--- src/rtl/pwm_pkg.sv ---
// -----------------------------------------------------------------------------
// pwm_pkg
// Shared constants and types for the PWM peripheral slice.
//   PWM_CNT_W        width of the PWM period counter
//   DUTY_FULL        duty code that forces a solid-high output
//   PRESCALE_DEFAULT clk cycles per counter step (~3.0 kHz PWM from 10 MHz)
//   NUM_OUT          number of user outputs
//   out_mode_e       per-output drive mode, decoded by out_mode()
// -----------------------------------------------------------------------------
package pwm_pkg;

  localparam int PWM_CNT_W        = 8;
  localparam logic [PWM_CNT_W-1:0] DUTY_FULL = 8'hFF;
  localparam int PRESCALE_DEFAULT = 13;
  localparam int NUM_OUT          = 16;

  typedef enum logic [1:0] {
    OUT_OFF    = 2'd0,
    OUT_STATIC = 2'd1,
    OUT_PWM    = 2'd2
  } out_mode_e;

  // Output enable dominates; the PWM select only matters when enabled.
  function automatic out_mode_e out_mode(input logic en_out, input logic en_pwm);
    out_mode_e m;
    if (!en_out)     m = OUT_OFF;
    else if (en_pwm) m = OUT_PWM;
    else             m = OUT_STATIC;
    return m;
  endfunction

endpackage

--- src/rtl/pwm_peripheral_if.sv ---
// -----------------------------------------------------------------------------
// pwm_peripheral_if
// Configuration bundle from the SPI register block to the PWM peripheral.
// All signals are already registered in the clk domain by the SPI block.
//   en_reg_out_7_0 / en_reg_out_15_8  output enables
//   en_reg_pwm_7_0 / en_reg_pwm_15_8  PWM mode selects
//   pwm_duty_cycle                    shared duty, 0 = 0 %, 255 = 100 %
// Modports: master = register block (drives), slave = PWM peripheral.
// -----------------------------------------------------------------------------
interface pwm_peripheral_if;
  import pwm_pkg::*;

  logic [7:0]           en_reg_out_7_0;
  logic [7:0]           en_reg_out_15_8;
  logic [7:0]           en_reg_pwm_7_0;
  logic [7:0]           en_reg_pwm_15_8;
  logic [PWM_CNT_W-1:0] pwm_duty_cycle;

  modport master (
    output en_reg_out_7_0, en_reg_out_15_8,
    output en_reg_pwm_7_0, en_reg_pwm_15_8,
    output pwm_duty_cycle
  );

  modport slave (
    input en_reg_out_7_0, en_reg_out_15_8,
    input en_reg_pwm_7_0, en_reg_pwm_15_8,
    input pwm_duty_cycle
  );
endinterface

--- src/rtl/pwm_peripheral_timebase.sv ---
// -----------------------------------------------------------------------------
// pwm_timebase
// Prescaler plus free-running 8-bit period counter for the PWM peripheral.
//   clk, rst_n        clock, asynchronous active-low reset
//   cnt_o             current period counter value
//   wrap_o            last clk of a period (tick with cnt == 255)
//   period_start_o    registered one-clk pulse, aligned with the registered
//                     outputs that show counter value 0
// -----------------------------------------------------------------------------
module pwm_timebase
  import pwm_pkg::*;
#(
  parameter int PRESCALE = PRESCALE_DEFAULT
) (
  input  logic                 clk,
  input  logic                 rst_n,
  output logic [PWM_CNT_W-1:0] cnt_o,
  output logic                 wrap_o,
  output logic                 period_start_o
);

  localparam logic [15:0] PRE_MAX = 16'(PRESCALE - 1);

  logic [15:0]          pre_q, pre_d;
  logic [PWM_CNT_W-1:0] cnt_q, cnt_d;
  logic                 period_start_q, period_start_d;
  logic                 tick;

  // With PRESCALE = 1, PRE_MAX is 0 and tick is permanently high.
  assign tick   = (pre_q == PRE_MAX);
  assign wrap_o = tick && (cnt_q == DUTY_FULL);

  always_comb begin
    pre_d          = tick ? 16'd0 : pre_q + 16'd1;
    cnt_d          = tick ? cnt_q + 8'd1 : cnt_q;
    // Registered so the pulse lines up with the registered outputs.
    period_start_d = (pre_q == 16'd0) && (cnt_q == '0);
  end

  always_ff @(posedge clk or negedge rst_n) begin
    if (!rst_n) begin
      pre_q          <= 16'd0;
      cnt_q          <= '0;
      period_start_q <= 1'b0;
    end else begin
      pre_q          <= pre_d;
      cnt_q          <= cnt_d;
      period_start_q <= period_start_d;
    end
  end

  assign cnt_o          = cnt_q;
  assign period_start_o = period_start_q;

endmodule

--- src/rtl/pwm_peripheral.sv ---
// -----------------------------------------------------------------------------
// pwm_peripheral
// Drives 16 user outputs that are each off, statically on, or PWM-modulated
// at a shared duty cycle. The duty value is shadowed at period boundaries so
// register writes never cause glitches or runt pulses.
//   clk, rst_n     clock, asynchronous active-low reset
//   cfg            configuration registers (pwm_peripheral_if.slave)
//   out            registered user outputs
//   period_start   one-clk pulse with the first output cycle of each period
// Parameter PRESCALE: clk cycles per counter step, legal 1..65535.
// -----------------------------------------------------------------------------
module pwm_peripheral
  import pwm_pkg::*;
#(
  parameter int PRESCALE = PRESCALE_DEFAULT
) (
  input  logic               clk,
  input  logic               rst_n,
  pwm_peripheral_if.slave    cfg,
  output logic [NUM_OUT-1:0] out,
  output logic               period_start
);

  logic [PWM_CNT_W-1:0] cnt;
  logic                 wrap;

  logic [PWM_CNT_W-1:0] duty_sh_q, duty_sh_d;
  logic                 load_pend_q;
  logic [NUM_OUT-1:0]   out_q, out_d;

  logic [NUM_OUT-1:0]   en_out, en_pwm;
  logic [PWM_CNT_W-1:0] duty_eff;
  logic                 pwm_sig;

  pwm_timebase #(
    .PRESCALE (PRESCALE)
  ) u_timebase (
    .clk            (clk),
    .rst_n          (rst_n),
    .cnt_o          (cnt),
    .wrap_o         (wrap),
    .period_start_o (period_start)
  );

  assign en_out = {cfg.en_reg_out_15_8, cfg.en_reg_out_7_0};
  assign en_pwm = {cfg.en_reg_pwm_15_8, cfg.en_reg_pwm_7_0};

  // On the first edge after reset the shadow still holds 0 while the counter
  // already sits at 0; comparing against the incoming value in that one cycle
  // keeps the first period's output consistent with every later period.
  assign duty_eff = load_pend_q ? cfg.pwm_duty_cycle : duty_sh_q;
  assign pwm_sig  = (duty_eff == DUTY_FULL) || (cnt < duty_eff);

  always_comb begin
    duty_sh_d = (load_pend_q || wrap) ? cfg.pwm_duty_cycle : duty_sh_q;
    out_d     = '0;
    for (int i = 0; i < NUM_OUT; i++) begin
      case (out_mode(en_out[i], en_pwm[i]))
        OUT_STATIC: out_d[i] = 1'b1;
        OUT_PWM:    out_d[i] = pwm_sig;
        default:    out_d[i] = 1'b0;
      endcase
    end
  end

  always_ff @(posedge clk or negedge rst_n) begin
    if (!rst_n) begin
      duty_sh_q   <= '0;
      load_pend_q <= 1'b1;
      out_q       <= '0;
    end else begin
      duty_sh_q   <= duty_sh_d;
      load_pend_q <= 1'b0;
      out_q       <= out_d;
    end
  end

  assign out = out_q;

endmodule
--- src/flat_wrapper.sv ---
// flat-port wrapper written by rule: the top's interface ports become plain ports
module pwm_peripheral_flat import pwm_pkg::*;
#(
  parameter int PRESCALE = PRESCALE_DEFAULT
)
  (clk, rst_n, out, period_start, cfg_en_reg_out_7_0, cfg_en_reg_out_15_8, cfg_en_reg_pwm_7_0, cfg_en_reg_pwm_15_8, cfg_pwm_duty_cycle);
  pwm_peripheral_if cfg_i ();
  input  logic clk;
  input  logic rst_n;
  output logic [NUM_OUT-1:0] out;
  output logic period_start;
  input wire logic [$bits(cfg_i.en_reg_out_7_0)-1:0] cfg_en_reg_out_7_0;
  input wire logic [$bits(cfg_i.en_reg_out_15_8)-1:0] cfg_en_reg_out_15_8;
  input wire logic [$bits(cfg_i.en_reg_pwm_7_0)-1:0] cfg_en_reg_pwm_7_0;
  input wire logic [$bits(cfg_i.en_reg_pwm_15_8)-1:0] cfg_en_reg_pwm_15_8;
  input wire logic [$bits(cfg_i.pwm_duty_cycle)-1:0] cfg_pwm_duty_cycle;
  assign cfg_i.en_reg_out_7_0 = cfg_en_reg_out_7_0;
  assign cfg_i.en_reg_out_15_8 = cfg_en_reg_out_15_8;
  assign cfg_i.en_reg_pwm_7_0 = cfg_en_reg_pwm_7_0;
  assign cfg_i.en_reg_pwm_15_8 = cfg_en_reg_pwm_15_8;
  assign cfg_i.pwm_duty_cycle = cfg_pwm_duty_cycle;
  pwm_peripheral #(.PRESCALE(PRESCALE)) u_core (.clk(clk), .rst_n(rst_n), .cfg(cfg_i), .out(out), .period_start(period_start));
endmodule
--- config.mk ---
export PLATFORM = sky130hd
export DESIGN_NAME = pwm_peripheral_flat
export DESIGN_NICKNAME = d
export VERILOG_FILES = /design/src/rtl/pwm_pkg.sv /design/src/rtl/pwm_peripheral_if.sv /design/src/rtl/pwm_peripheral_timebase.sv /design/src/rtl/pwm_peripheral.sv /design/src/flat_wrapper.sv
export SDC_FILE = /design/constraint.sdc
export NUM_CORES = 1
export LEC_CHECK = 0
export ABC_CLOCK_PERIOD_IN_PS = 3100
export BUFFER_PORTS_ARGS = -buffer_cell sky130_fd_sc_hd__buf_2
export CAP_MARGIN = 20
export CORE_ASPECT_RATIO = 1.2
export CORE_MARGIN = 8
export CORE_UTILIZATION = 54
export DETAILED_ROUTE_END_ITERATION = 10
export PLACE_DENSITY = 0.8
export SYNTH_ARGS = -nofsm -noshare
export SYNTH_HDL_FRONTEND = slang
export SYNTH_HIERARCHICAL = 1
export SYNTH_SLANG_ARGS = --single-unit
export TNS_END_PERCENT = 20
--- constraint.sdc ---
create_clock -name clk -period 3.1 [get_ports clk]
set_clock_uncertainty 0.05 [all_clocks]
set_input_delay 0.465 -clock clk [delete_from_list [all_inputs] [get_ports clk]]
set_output_delay 0.465 -clock clk [all_outputs]
set_load 0.1 [all_outputs]
==> summary.md, run 1 <==
| Metric | Value |
|---|---|
| Max VDD drop | `0.362 mV` |
| Initial Util | `0.563` |
| # rows | `27` |
| Die Area | `7270 um^2` |
| Largest area contributor in the netlist | `dfrtp_1` |
| Postcts setup bufs | `0` |
| Critical R2R Launch | `u_core/load_pend_q` |
| Grt ovf | `0` |
| Pin count of the biggest net entering global routing | `51` |
| Clock-pin slew on the worst setup and hold paths | `80 ps` |
| Startpoint types | `flop` |
| Pre-CTS WS | `463 ps` |
| Count leader, synth | `dfrtp_1` |
| Vias in the first global route | `2131` |
| Leak | `1.47 nW` |
| Final-stage net count | `333` |
| IO buf count | `58` |
| Max-cap viol count | `0` |
| Chip height | `91.8 um` |
| Synth top cells by count | `dfrtp_1 (49), inv_1 (26), nor2_1 (16)` |
| Mapped Nets | `269` |
| H-tree levels | `2` |
| CTS buffer count | `5` |
| Flops & latches, synth | `50` |
| Max clock buf depth | `2` |
| Tot GR Track Use | `0.152` |
| Ant. Diodes | `0` |
| Total power | `1.27 mW` |
| Mapped Cells | `216` |
| First-pass GRT wire length | `8940 um` |
| Worst slew pin tran | `611 ps` |
| Post-synth top area share | `0.474` |
| Post-CTS Resized | `0` |
| Routed len/inst | `15.6 um` |
| Worst min-delay path class | `in2async` |
| Crit-path max FO | `16` |
| Post-synth EDFFs | `0` |
| Most used flip-flop cell after synthesis | `dfrtp_1` |
| Antenna-violating nets left | `0` |
| Initial antenna violation count | `0` |
| Total Wirelength | `5250 um` |
| Final Critical Period | `2630 ps` |
| Share of cells above drive strength 1 | `0.344` |
| Hold_ws | `82.5 ps` |
| F_max | `0.380 GHz` |
| Clock insertion delay at the later pin of the skew report | `300 ps` |
| DRT iter0 DRCs | `82` |
| GP Congestion | `0.853` |
| Final worst slack | `468 ps` |
| Clock root buffer | `clkbuf_8` |
| Core Area | `4590 um^2` |
| Critical path origin | `u_core/load_pend_q` |
| Register area share after synthesis | `0.484` |
| Pre-Repair DR Iteration Count | `4` |
| Cts hold-fix bufs | `0` |
| DRC viols | `0` |
| Worst EP arrival | `2800 ps` |
| I/O pins | `59` |
| DP Area | `2930 um^2` |
| Final setup fails | `0` |
| Status | `complete, no violations` |
| Power Dens Cells | `417 nW/um^2` |
| Slew HR | `0.591` |
| TritonCTS clock tree | `done` |
| CTS sink cnt | `50` |
| CP Class | `reg2reg` |
| Final Cell Area | `3030 um^2` |
| Ys Warns | `6` |
| Synth area leaders | `dfrtp_1 (47%), a31oi_4 (8.2%), ha_1 (5.3%)` |
| Post-synth cell types | `41` |
| Via-to-Cell Ratio | `5.35` |
| Critical Path RT | `3270 ps` |
| Syn Area/Cell | `12.0 um^2` |
| Dpl hpwl | `4060 um` |
| RSZ-0062 raised after global routing | `false` |
| Fin crit share | `0.849` |
| Setup TNS Final | `0 ps` |
| Asr flop ratio synth | `1.00` |
| Final hold vios | `0` |
| Slew Limit Fails | `0` |
| Die width | `79.2 um` |
| P&R area growth vs syn | `17.2%` |
| Vias after detailed routing | `1802` |
| Worst-case reg-to-reg path depth | `7` |
| Mapped Area | `2590 um^2` |
| Worst setup EP type | `flop` |
==> power breakdown <==
group / internal [mW] / switching (mW)
combinational: 0.0629 / 0.148
clock: 0.172 / 0.196
sequential: 0.675 / 0.0121
total: 0.910 / 0.356
==> flip-flops by register name, indices dropped and copies added (netlist names) <==
signal and cells:
u_core/out 16, u_core/u_timebase/pre_q 16, u_core/duty_sh_q 8, u_core/u_timebase/cnt_o 8
u_core/load_pend_q 1, u_core/u_timebase/period_start_o 1
==> per-stage QoR <==
stage | cells | util
2_1_floorplan | 216 | -
3_3_place_gp | 330 | 0.638
3_5_place_dp | 330 | 0.638
4_1_cts | 336 | 0.656
5_1_grt | 337 | 0.660
6_report | 337 | 0.660
==> logic make-up after synthesis <==
logic type / synth area share
mux: 0.0706
fa+ha+maj: 0.0532
simple gates: 0.150
flops: 0.484
xor+xnor: 0.0643
compound gates: 0.124
other cells: 0.00145
buf+inv: 0.0513
==> cells in the final DEF (no fill, tap or decap), types with 2 or more instances in the layout <==
cell,Yosys,routed
buf_4,1,2
dfrtp_1,49,49
inv_1,26,26
mux2i_1,7,7
ha_1,11,11
xnor2_1,8,8
nor4_4,2,2
a21oi_1,2,2
mux2_2,9,9
nand3_1,8,8
nand2_1,6,6
a31oi_1,6,6
o21ai_0,2,2
a31oi_4,10,10
nand4_1,10,10
xor2_1,11,11
nor3_1,7,7
clkbuf_8,0,6
nor3b_1,2,2
buf_2,1,58
nor2_1,16,16
==> worst max-delay path: stages (launching register included) <==
cell and delay (ps):
dfstp_2 690, mux2i_1 330, ha_1 310, a21oi_1 150, nor2_1 50, or4_1 500, buf_4 260, a31oi_1 200
==> per-layer routing <==
metal  global-route usage  routed length [um]  vias up
met5                    0                   0        -
li1                     -                   -      877
met3               0.0459                 241       11
met1                0.151                2060      868
met2                0.278                2840       46
met4               0.0712                 110        0
==> final timing paths <==
| check | to | slack (ps) |
|---|---|---|
| worst max-delay path | u_core/out[15] | 470 |
| max in group asynchronous | u_core/out[5] | 2390 |
| worst min register to register | u_core/u_timebase/pre_q[0] | 430 |
| min in group clk | u_core/out[3] | 290 |
| worst max register to register | u_core/out[15] | 470 |
| worst min-delay path | u_core/u_timebase/pre_q[15] | 80 |
==> cell type report <==
cell class	instances	area, um^2
clock buffers	6	82.6
fillers	365	1560
inverters	26	97.6
multi-input cells	136	1200
flip-flops and latches	50	1250
well taps	58	72.6
repair buffers	61	325
Power figures use the tool's default switching activity.
==> run 2, diff against run 1 <==
--- a/config.mk
+++ b/config.mk
@@ -5,7 +5,7 @@
 export SDC_FILE = /design/constraint.sdc
 export NUM_CORES = 1
 export LEC_CHECK = 0
-export ABC_CLOCK_PERIOD_IN_PS = 3100
+export ABC_CLOCK_PERIOD_IN_PS = 2700
 export BUFFER_PORTS_ARGS = -buffer_cell sky130_fd_sc_hd__buf_2
 export CAP_MARGIN = 20
 export CORE_ASPECT_RATIO = 1.2
==> constraint.sdc (replaced) <==
create_clock -name clk -period 2.7 [get_ports clk]
set_clock_uncertainty 0.05 [all_clocks]
set_input_delay 0.405 -clock clk [delete_from_list [all_inputs] [get_ports clk]]
set_output_delay 0.405 -clock clk [all_outputs]
set_load 0.1 [all_outputs]
==> summary.md, run 2 (synthesized netlist as in run 1, its figures left out) <==
| Metric | Value |
|---|---|
| Total Wirelength | `5150 um` |
| Final setup fails | `0` |
| Pre-Repair DR Iteration Count | `4` |
| Crit-path max FO | `16` |
| Crit-path max cell delay | `610 ps` |
| Final-layout fill cell count | `370` |
| Final hold vios | `0` |
| Leak | `1.48 nW` |
| Max clock buf depth | `2` |
| CP bufs+invs | `2` |
| Cts hold-fix bufs | `0` |
| Clock root buffer | `clkbuf_8` |
| Crit path cell chain | `clkbuf_2 -> mux2i_2 -> ha_1 -> a21oi_1 -> nor2_1 -> or4_1 -> buf_6 -> a31oi_1` |
| Slew HR | `0.593` |
| Clk pwr share | `0.285` |
| P_sw | `0.419 mW` |
| Antenna-violating nets left | `0` |
| Via-to-Cell Ratio | `5.24` |
| Grt ovf | `0` |
| Setup TNS Final | `0 ps` |
| Sw frac | `0.289` |
| GP Congestion | `0.844` |
| Max-cap viol count | `0` |
| Initial Util | `0.563` |
| Final Cell Area | `3080 um^2` |
| P_int | `1.03 mW` |
| CP Class | `reg2reg` |
| Ant. Diodes | `0` |
| DP Area | `2940 um^2` |
| First-pass GRT wire length | `8700 um` |
| Vias in the first global route | `1956` |
| Max VDD drop | `0.408 mV` |
| Non-filler cells, final | `344` |
| TritonCTS clock tree | `done` |
| Vias after detailed routing | `1803` |
| Commonest cells after routing, fill and taps aside | `buf_2 (58), dfrtp_1 (49), inv_1 (26), nor2_1 (16)` |
| Tot GR Track Use | `0.147` |
| Initial antenna violation count | `0` |
| F_max | `0.382 GHz` |
| P&R area growth vs syn | `19.0%` |
| DRT iter0 DRCs | `67` |
| Chip height | `91.8 um` |
| Critical Path RT | `2870 ps` |
| Final core occ | `0.670` |
| Share of cells above drive strength 1 | `0.367` |
| Worst slew pin tran | `610 ps` |
| Clock-pin slew on the worst setup and hold paths | `90 ps` |
| Dpl cells | `332` |
| Fin crit share | `0.969` |
| H-tree levels | `2` |
| Worst min-delay path class | `in2async` |
| Power Dens Cells | `471 nW/um^2` |
| Core Area | `4590 um^2` |
| Worst path top cell family by delay | `flip-flops` |
| Die width | `79.2 um` |
| Logic pwr share | `0.172` |
| I/O pins | `59` |
| Worst setup EP type | `flop` |
| Die Area | `7270 um^2` |
| Dpl hpwl | `3890 um` |
| Final Critical Period | `2620 ps` |
| Clock insertion delay at the later pin of the skew report | `300 ps` |
| # rows | `27` |
| Startpoint types | `flop` |
| IO buf count | `58` |
| Critical Path Slowest Stage Cell | `dfstp_2` |
| Worst EP arrival | `2780 ps` |
| Register share of total power | `0.544` |
| Most common cell after layout, fill and taps aside | `buf_2` |
| Routed len/inst | `15.0 um` |
| DRC viols | `0` |
| CTS buffer count | `5` |
| Final-stage net count | `339` |
| CTS sink cnt | `50` |
| Pin count of the biggest net entering global routing | `51` |
| Slew Limit Fails | `0` |
| Status | `complete, no violations` |
-- run 2: layout make-up --
cell class | instances | area, um^2 | share of cell area
Timing Repair Buffer | 67 | 359 | 0.117
Clock buffer | 6 | 72.6 | 0.0236
Inverter | 26 | 97.6 | 0.0317
Sequential cell | 50 | 1250 | 0.407
Clock inverter | 1 | 7.51 | 0.00244
Multi-Input combinational cell | 136 | 1210 | 0.395
Tap cell | 58 | 72.6 | 0.0236
-- run 2: through the flow --
step	hold slack [ps]	setup WS (ps)	power, mW
after CTS	176	59.7	1.45
after floorplan	59.4	214	0.965
final	153	84.1	1.45
after global routing	201	-32.4	1.51
after global placement	419	177	1.04
after detailed placement	427	73.9	1.05
-- run 2: metal layers --
layer,up-vias,wire (um),global-route usage
met5,-,0,0
met4,0,68,0.0495
met3,4,240,0.0498
met2,34,2810,0.265
met1,867,2040,0.155
li1,898,-,-
-- run 2: repair_timing --
action                     in CTS  in global routing
setup endpoints to repair       0                  7
setup buffers                   0                  5
gates resized for setup         0                  4
-- run 2: final timing paths --
check	cells after the start	slack, ps	endpoint	from
min in group clk	2	220	u_core/out[1]	cfg_en_reg_pwm_7_0[1]
hold / removal	2	150	u_core/u_timebase/pre_q[4]	rst_n
hold reg to reg	1	440	u_core/u_timebase/pre_q[0]	u_core/u_timebase/pre_q[0]
setup reg to reg	8	80	u_core/out[3]	u_core/load_pend_q
max in group asynchronous	2	2040	u_core/u_timebase/cnt_o[5]	rst_n
setup / recovery	8	80	u_core/out[3]	u_core/load_pend_q
-- run 2: worst reg2reg max path: cells and delay by family (launching register included) --
| family | cells | cell delay (ps) |
|---|---|---|
| compound gates | 2 | 350 |
| simple gates | 2 | 560 |
| fa+ha+maj | 1 | 290 |
| mux | 1 | 280 |
| buf+inv | 2 | 410 |
| flops | 1 | 610 |
-- run 2: power by group through the flow --
| stage | Clock, mW | Sequential (mW) | Combinational [mW] |
|---|---|---|---|
| 2_1_floorplan | 0 | 0.896 | 0.0688 |
| 3_5_place_dp | 0 | 0.803 | 0.242 |
| 3_3_place_gp | 0 | 0.803 | 0.238 |
| 4_1_cts | 0.424 | 0.789 | 0.242 |
| 6_report | 0.413 | 0.788 | 0.248 |
| 5_1_grt | 0.455 | 0.791 | 0.266 |
==> run 3, diff against run 2 <==
--- a/config.mk
+++ b/config.mk
@@ -10,11 +10,10 @@
 export CAP_MARGIN = 20
 export CORE_ASPECT_RATIO = 1.2
 export CORE_MARGIN = 8
-export CORE_UTILIZATION = 54
+export CORE_UTILIZATION = 53
 export DETAILED_ROUTE_END_ITERATION = 10
-export PLACE_DENSITY = 0.8
+export PLACE_DENSITY = 0.79
 export SYNTH_ARGS = -nofsm -noshare
 export SYNTH_HDL_FRONTEND = slang
-export SYNTH_HIERARCHICAL = 1
 export SYNTH_SLANG_ARGS = --single-unit
 export TNS_END_PERCENT = 20
==> summary.md, run 3 <==
| Metric | Value |
|---|---|
| Clock insertion delay at the later pin of the skew report | `300 ps` |
| Die Area | `6880 um^2` |
| Initial antenna violation count | `0` |
| Final Critical Period | `2460 ps` |
| Grt ovf | `0` |
| Routed len/inst | `15.2 um` |
| P_sw | `0.414 mW` |
| Register area | `1250 um^2` |
| Tot GR Track Use | `0.151` |
| Pin count of the biggest net entering global routing | `25` |
| Clock root buffer | `clkbuf_8` |
| GP Congestion | `0.785` |
| Antenna-violating nets left | `0` |
| Setup TNS Final | `0 ps` |
| Post-synth top area share | `0.517` |
| Final setup fails | `0` |
| CTS sink cnt | `50` |
| Max-cap viol count | `0` |
| Clk pwr share | `0.339` |
| Vias after detailed routing | `1775` |
| TritonCTS clock tree | `done` |
| DRT iter0 DRCs | `66` |
| Pre-Repair DR Iteration Count | `4` |
| H-tree levels | `2` |
| IO buf count | `58` |
| Mapped Nets | `266` |
| Syn Area/Cell | `11.1 um^2` |
| Ant. Diodes | `0` |
| Status | `complete, no violations` |
| Mapped Area | `2370 um^2` |
| Final-layout fill cell count | `350` |
| Fin crit share | `0.909` |
| Worst EP arrival | `2620 ps` |
| Max VDD drop | `0.436 mV` |
| Final core occ | `0.663` |
| DRC viols | `0` |
| Dpl hpwl | `3880 um` |
| Mapped Cells | `213` |
| Chip height | `89.3 um` |
| # rows | `26` |
| Post-synth EDFFs | `0` |
| Hold EP | `u_core.out[7]` |
| Count leader, synth | `dfrtp_1` |
| RSZ-0062 raised after global routing | `false` |
| Slew Limit Fails | `0` |
| Critical R2R Launch | `u_core.load_pend_q` |
| Crit-path max FO | `16` |
| CP Class | `reg2reg` |
| Crit path cell chain | `mux2i_1 -> ha_1 -> a21oi_1 -> o21ai_0 -> or3_4 -> a31oi_1` |
| Final hold vios | `0` |
| Largest area contributor in the netlist | `dfrtp_1` |
| Synth area leaders | `dfrtp_1 (52%), ha_1 (5.8%), mux2_2 (4.3%)` |
| Worst min-delay path class | `in2reg` |
| P&R area growth vs syn | `20.1%` |
| Ys Warns | `0` |
| Max clock buf depth | `2` |
| Hold path startpoint | `cfg_en_reg_pwm_7_0[7]` |
| Worst-case reg-to-reg path depth | `6` |
| F_max | `0.407 GHz` |
| P_int | `1.12 mW` |
| WHS Path Cells | `2` |
| Most common cell after layout, fill and taps aside | `buf_2` |
| Power Dens Cells | `537 nW/um^2` |
| Most used flip-flop cell after synthesis | `dfrtp_1` |
| Multi-input combinational cell area | `1010 um^2` |
| Die width | `77.1 um` |
| R2R setup slack | `240 ps` |
| Worst setup EP type | `flop` |
| Critical Path Slowest Stage Cell | `dfstp_2` |
| Initial Util | `0.552` |
| Final-stage net count | `331` |
| Share of cells above drive strength 1 | `0.301` |
| Critical Path RT | `2870 ps` |
| Logic pwr share | `0.146` |
| Leak | `1.41 nW` |
| Synth top cells by count | `dfrtp_1 (49), inv_1 (21), a31oi_1 (16)` |
| Asr flop ratio synth | `1.00` |
| Startpoint types | `flop` |
| First-pass GRT wire length | `8420 um` |
| Post-synth cell types | `33` |
| Vias in the first global route | `1839` |
| Total power | `1.53 mW` |
| Sw frac | `0.271` |
| Crit-path max cell delay | `730 ps` |
| RR Endpoint | `u_core.out[4]` |
| Clock-pin slew on the worst setup and hold paths | `90 ps` |
| Flops & latches, synth | `50` |
| I/O pins | `59` |
| Register area share after synthesis | `0.528` |
| Via-to-Cell Ratio | `5.30` |
| Core Area | `4290 um^2` |
| CTS buffer count | `5` |
| Register share of total power | `0.516` |
| Commonest cells after routing, fill and taps aside | `buf_2 (58), dfrtp_1 (49), inv_1 (21), a31oi_1 (16), nand3_1 (15)` |
| Total Wirelength | `5080 um` |
[run 3: cell types whose count changed in the layout (fill, tap and decap cells not counted), moves of 3 or more]
cell,delta
a31oi_1,+11
nor4_1,+4
nand4_1,-4
buf_4,-4
xnor2_1,+3
inv_1,-5
nand3_1,+7
a31oi_4,-9
nand2_1,+3
[run 3: kinds of logic after synthesis]
logic type                 synth area share
AOI/OAI and AO/OA                    0.0702
xor gates and xnor gates             0.0776
adders and majority gates            0.0580
buffers and inverters                0.0470
DFF                                   0.528
muxes                                0.0723
other                               0.00158
and+or+nand+nor                       0.145
[run 3: through the flow]
stage,setup WS [ps],std cells,instance area (um^2),hold WS (ps)
CTS,129,335,2840,199
global route,167,335,2850,197
global placement,254,326,2720,245
finish,245,335,2850,211
detailed placement,141,326,2720,248
floorplan,399,213,2370,59.4
[run 3: worst max-delay path: cells and delay by family, from the launching register on]
family                     cells  cell delay [ps]
AOI/OAI and AO/OA              3              470
adders and majority gates      1              290
DFF                            1              730
muxes                          1              320
and+or+nand+nor                1              500
[run 3: power by group through the flow]
stage,Combinational (mW),Sequential [mW],Clock (mW)
floorplan,0.0552,0.897,0
global placement,0.219,0.802,0
detailed placement,0.224,0.804,0
CTS,0.225,0.789,0.532
global route,0.239,0.793,0.563
finish,0.223,0.789,0.518
[run 3: layout make-up]
cell class                      count  area share
Sequential cell                    50       0.440
Multi-Input combinational cell    138       0.356
Timing Repair Buffer               62       0.113
Inverter                           21      0.0277
Clock buffer                        6      0.0255
Tap cell                           56      0.0246
Clock inverter                      2      0.0132
[run 3: timing repair]
item / in CTS / in global routing
hold buffers: 1 / 0
hold endpoints to repair: 10 / 0
setup endpoints to repair: 0 / 4
resized for setup: 0 / 1
setup buffers: 0 / 0
[run 3: how the worst max path moves through the flow]
stage | slack, ps | to | cells after the start | from
after global placement | 250 | u_core.out[14] | 6 | u_core.load_pend_q
after global routing | 170 | u_core.out[11] | 6 | u_core.load_pend_q
after CTS | 130 | u_core.out[15] | 6 | u_core.load_pend_q
final | 240 | u_core.out[4] | 6 | u_core.load_pend_q
after detailed placement | 140 | u_core.out[4] | 6 | u_core.load_pend_q
after floorplan | 400 | u_core.out[0] | 9 | u_core.load_pend_q
[run 3: routing by layer]
metal	wire (um)	GRT usage
met5	0	0
met4	142	0.0790
met3	194	0.0362
met2	2660	0.266
met1	2080	0.167
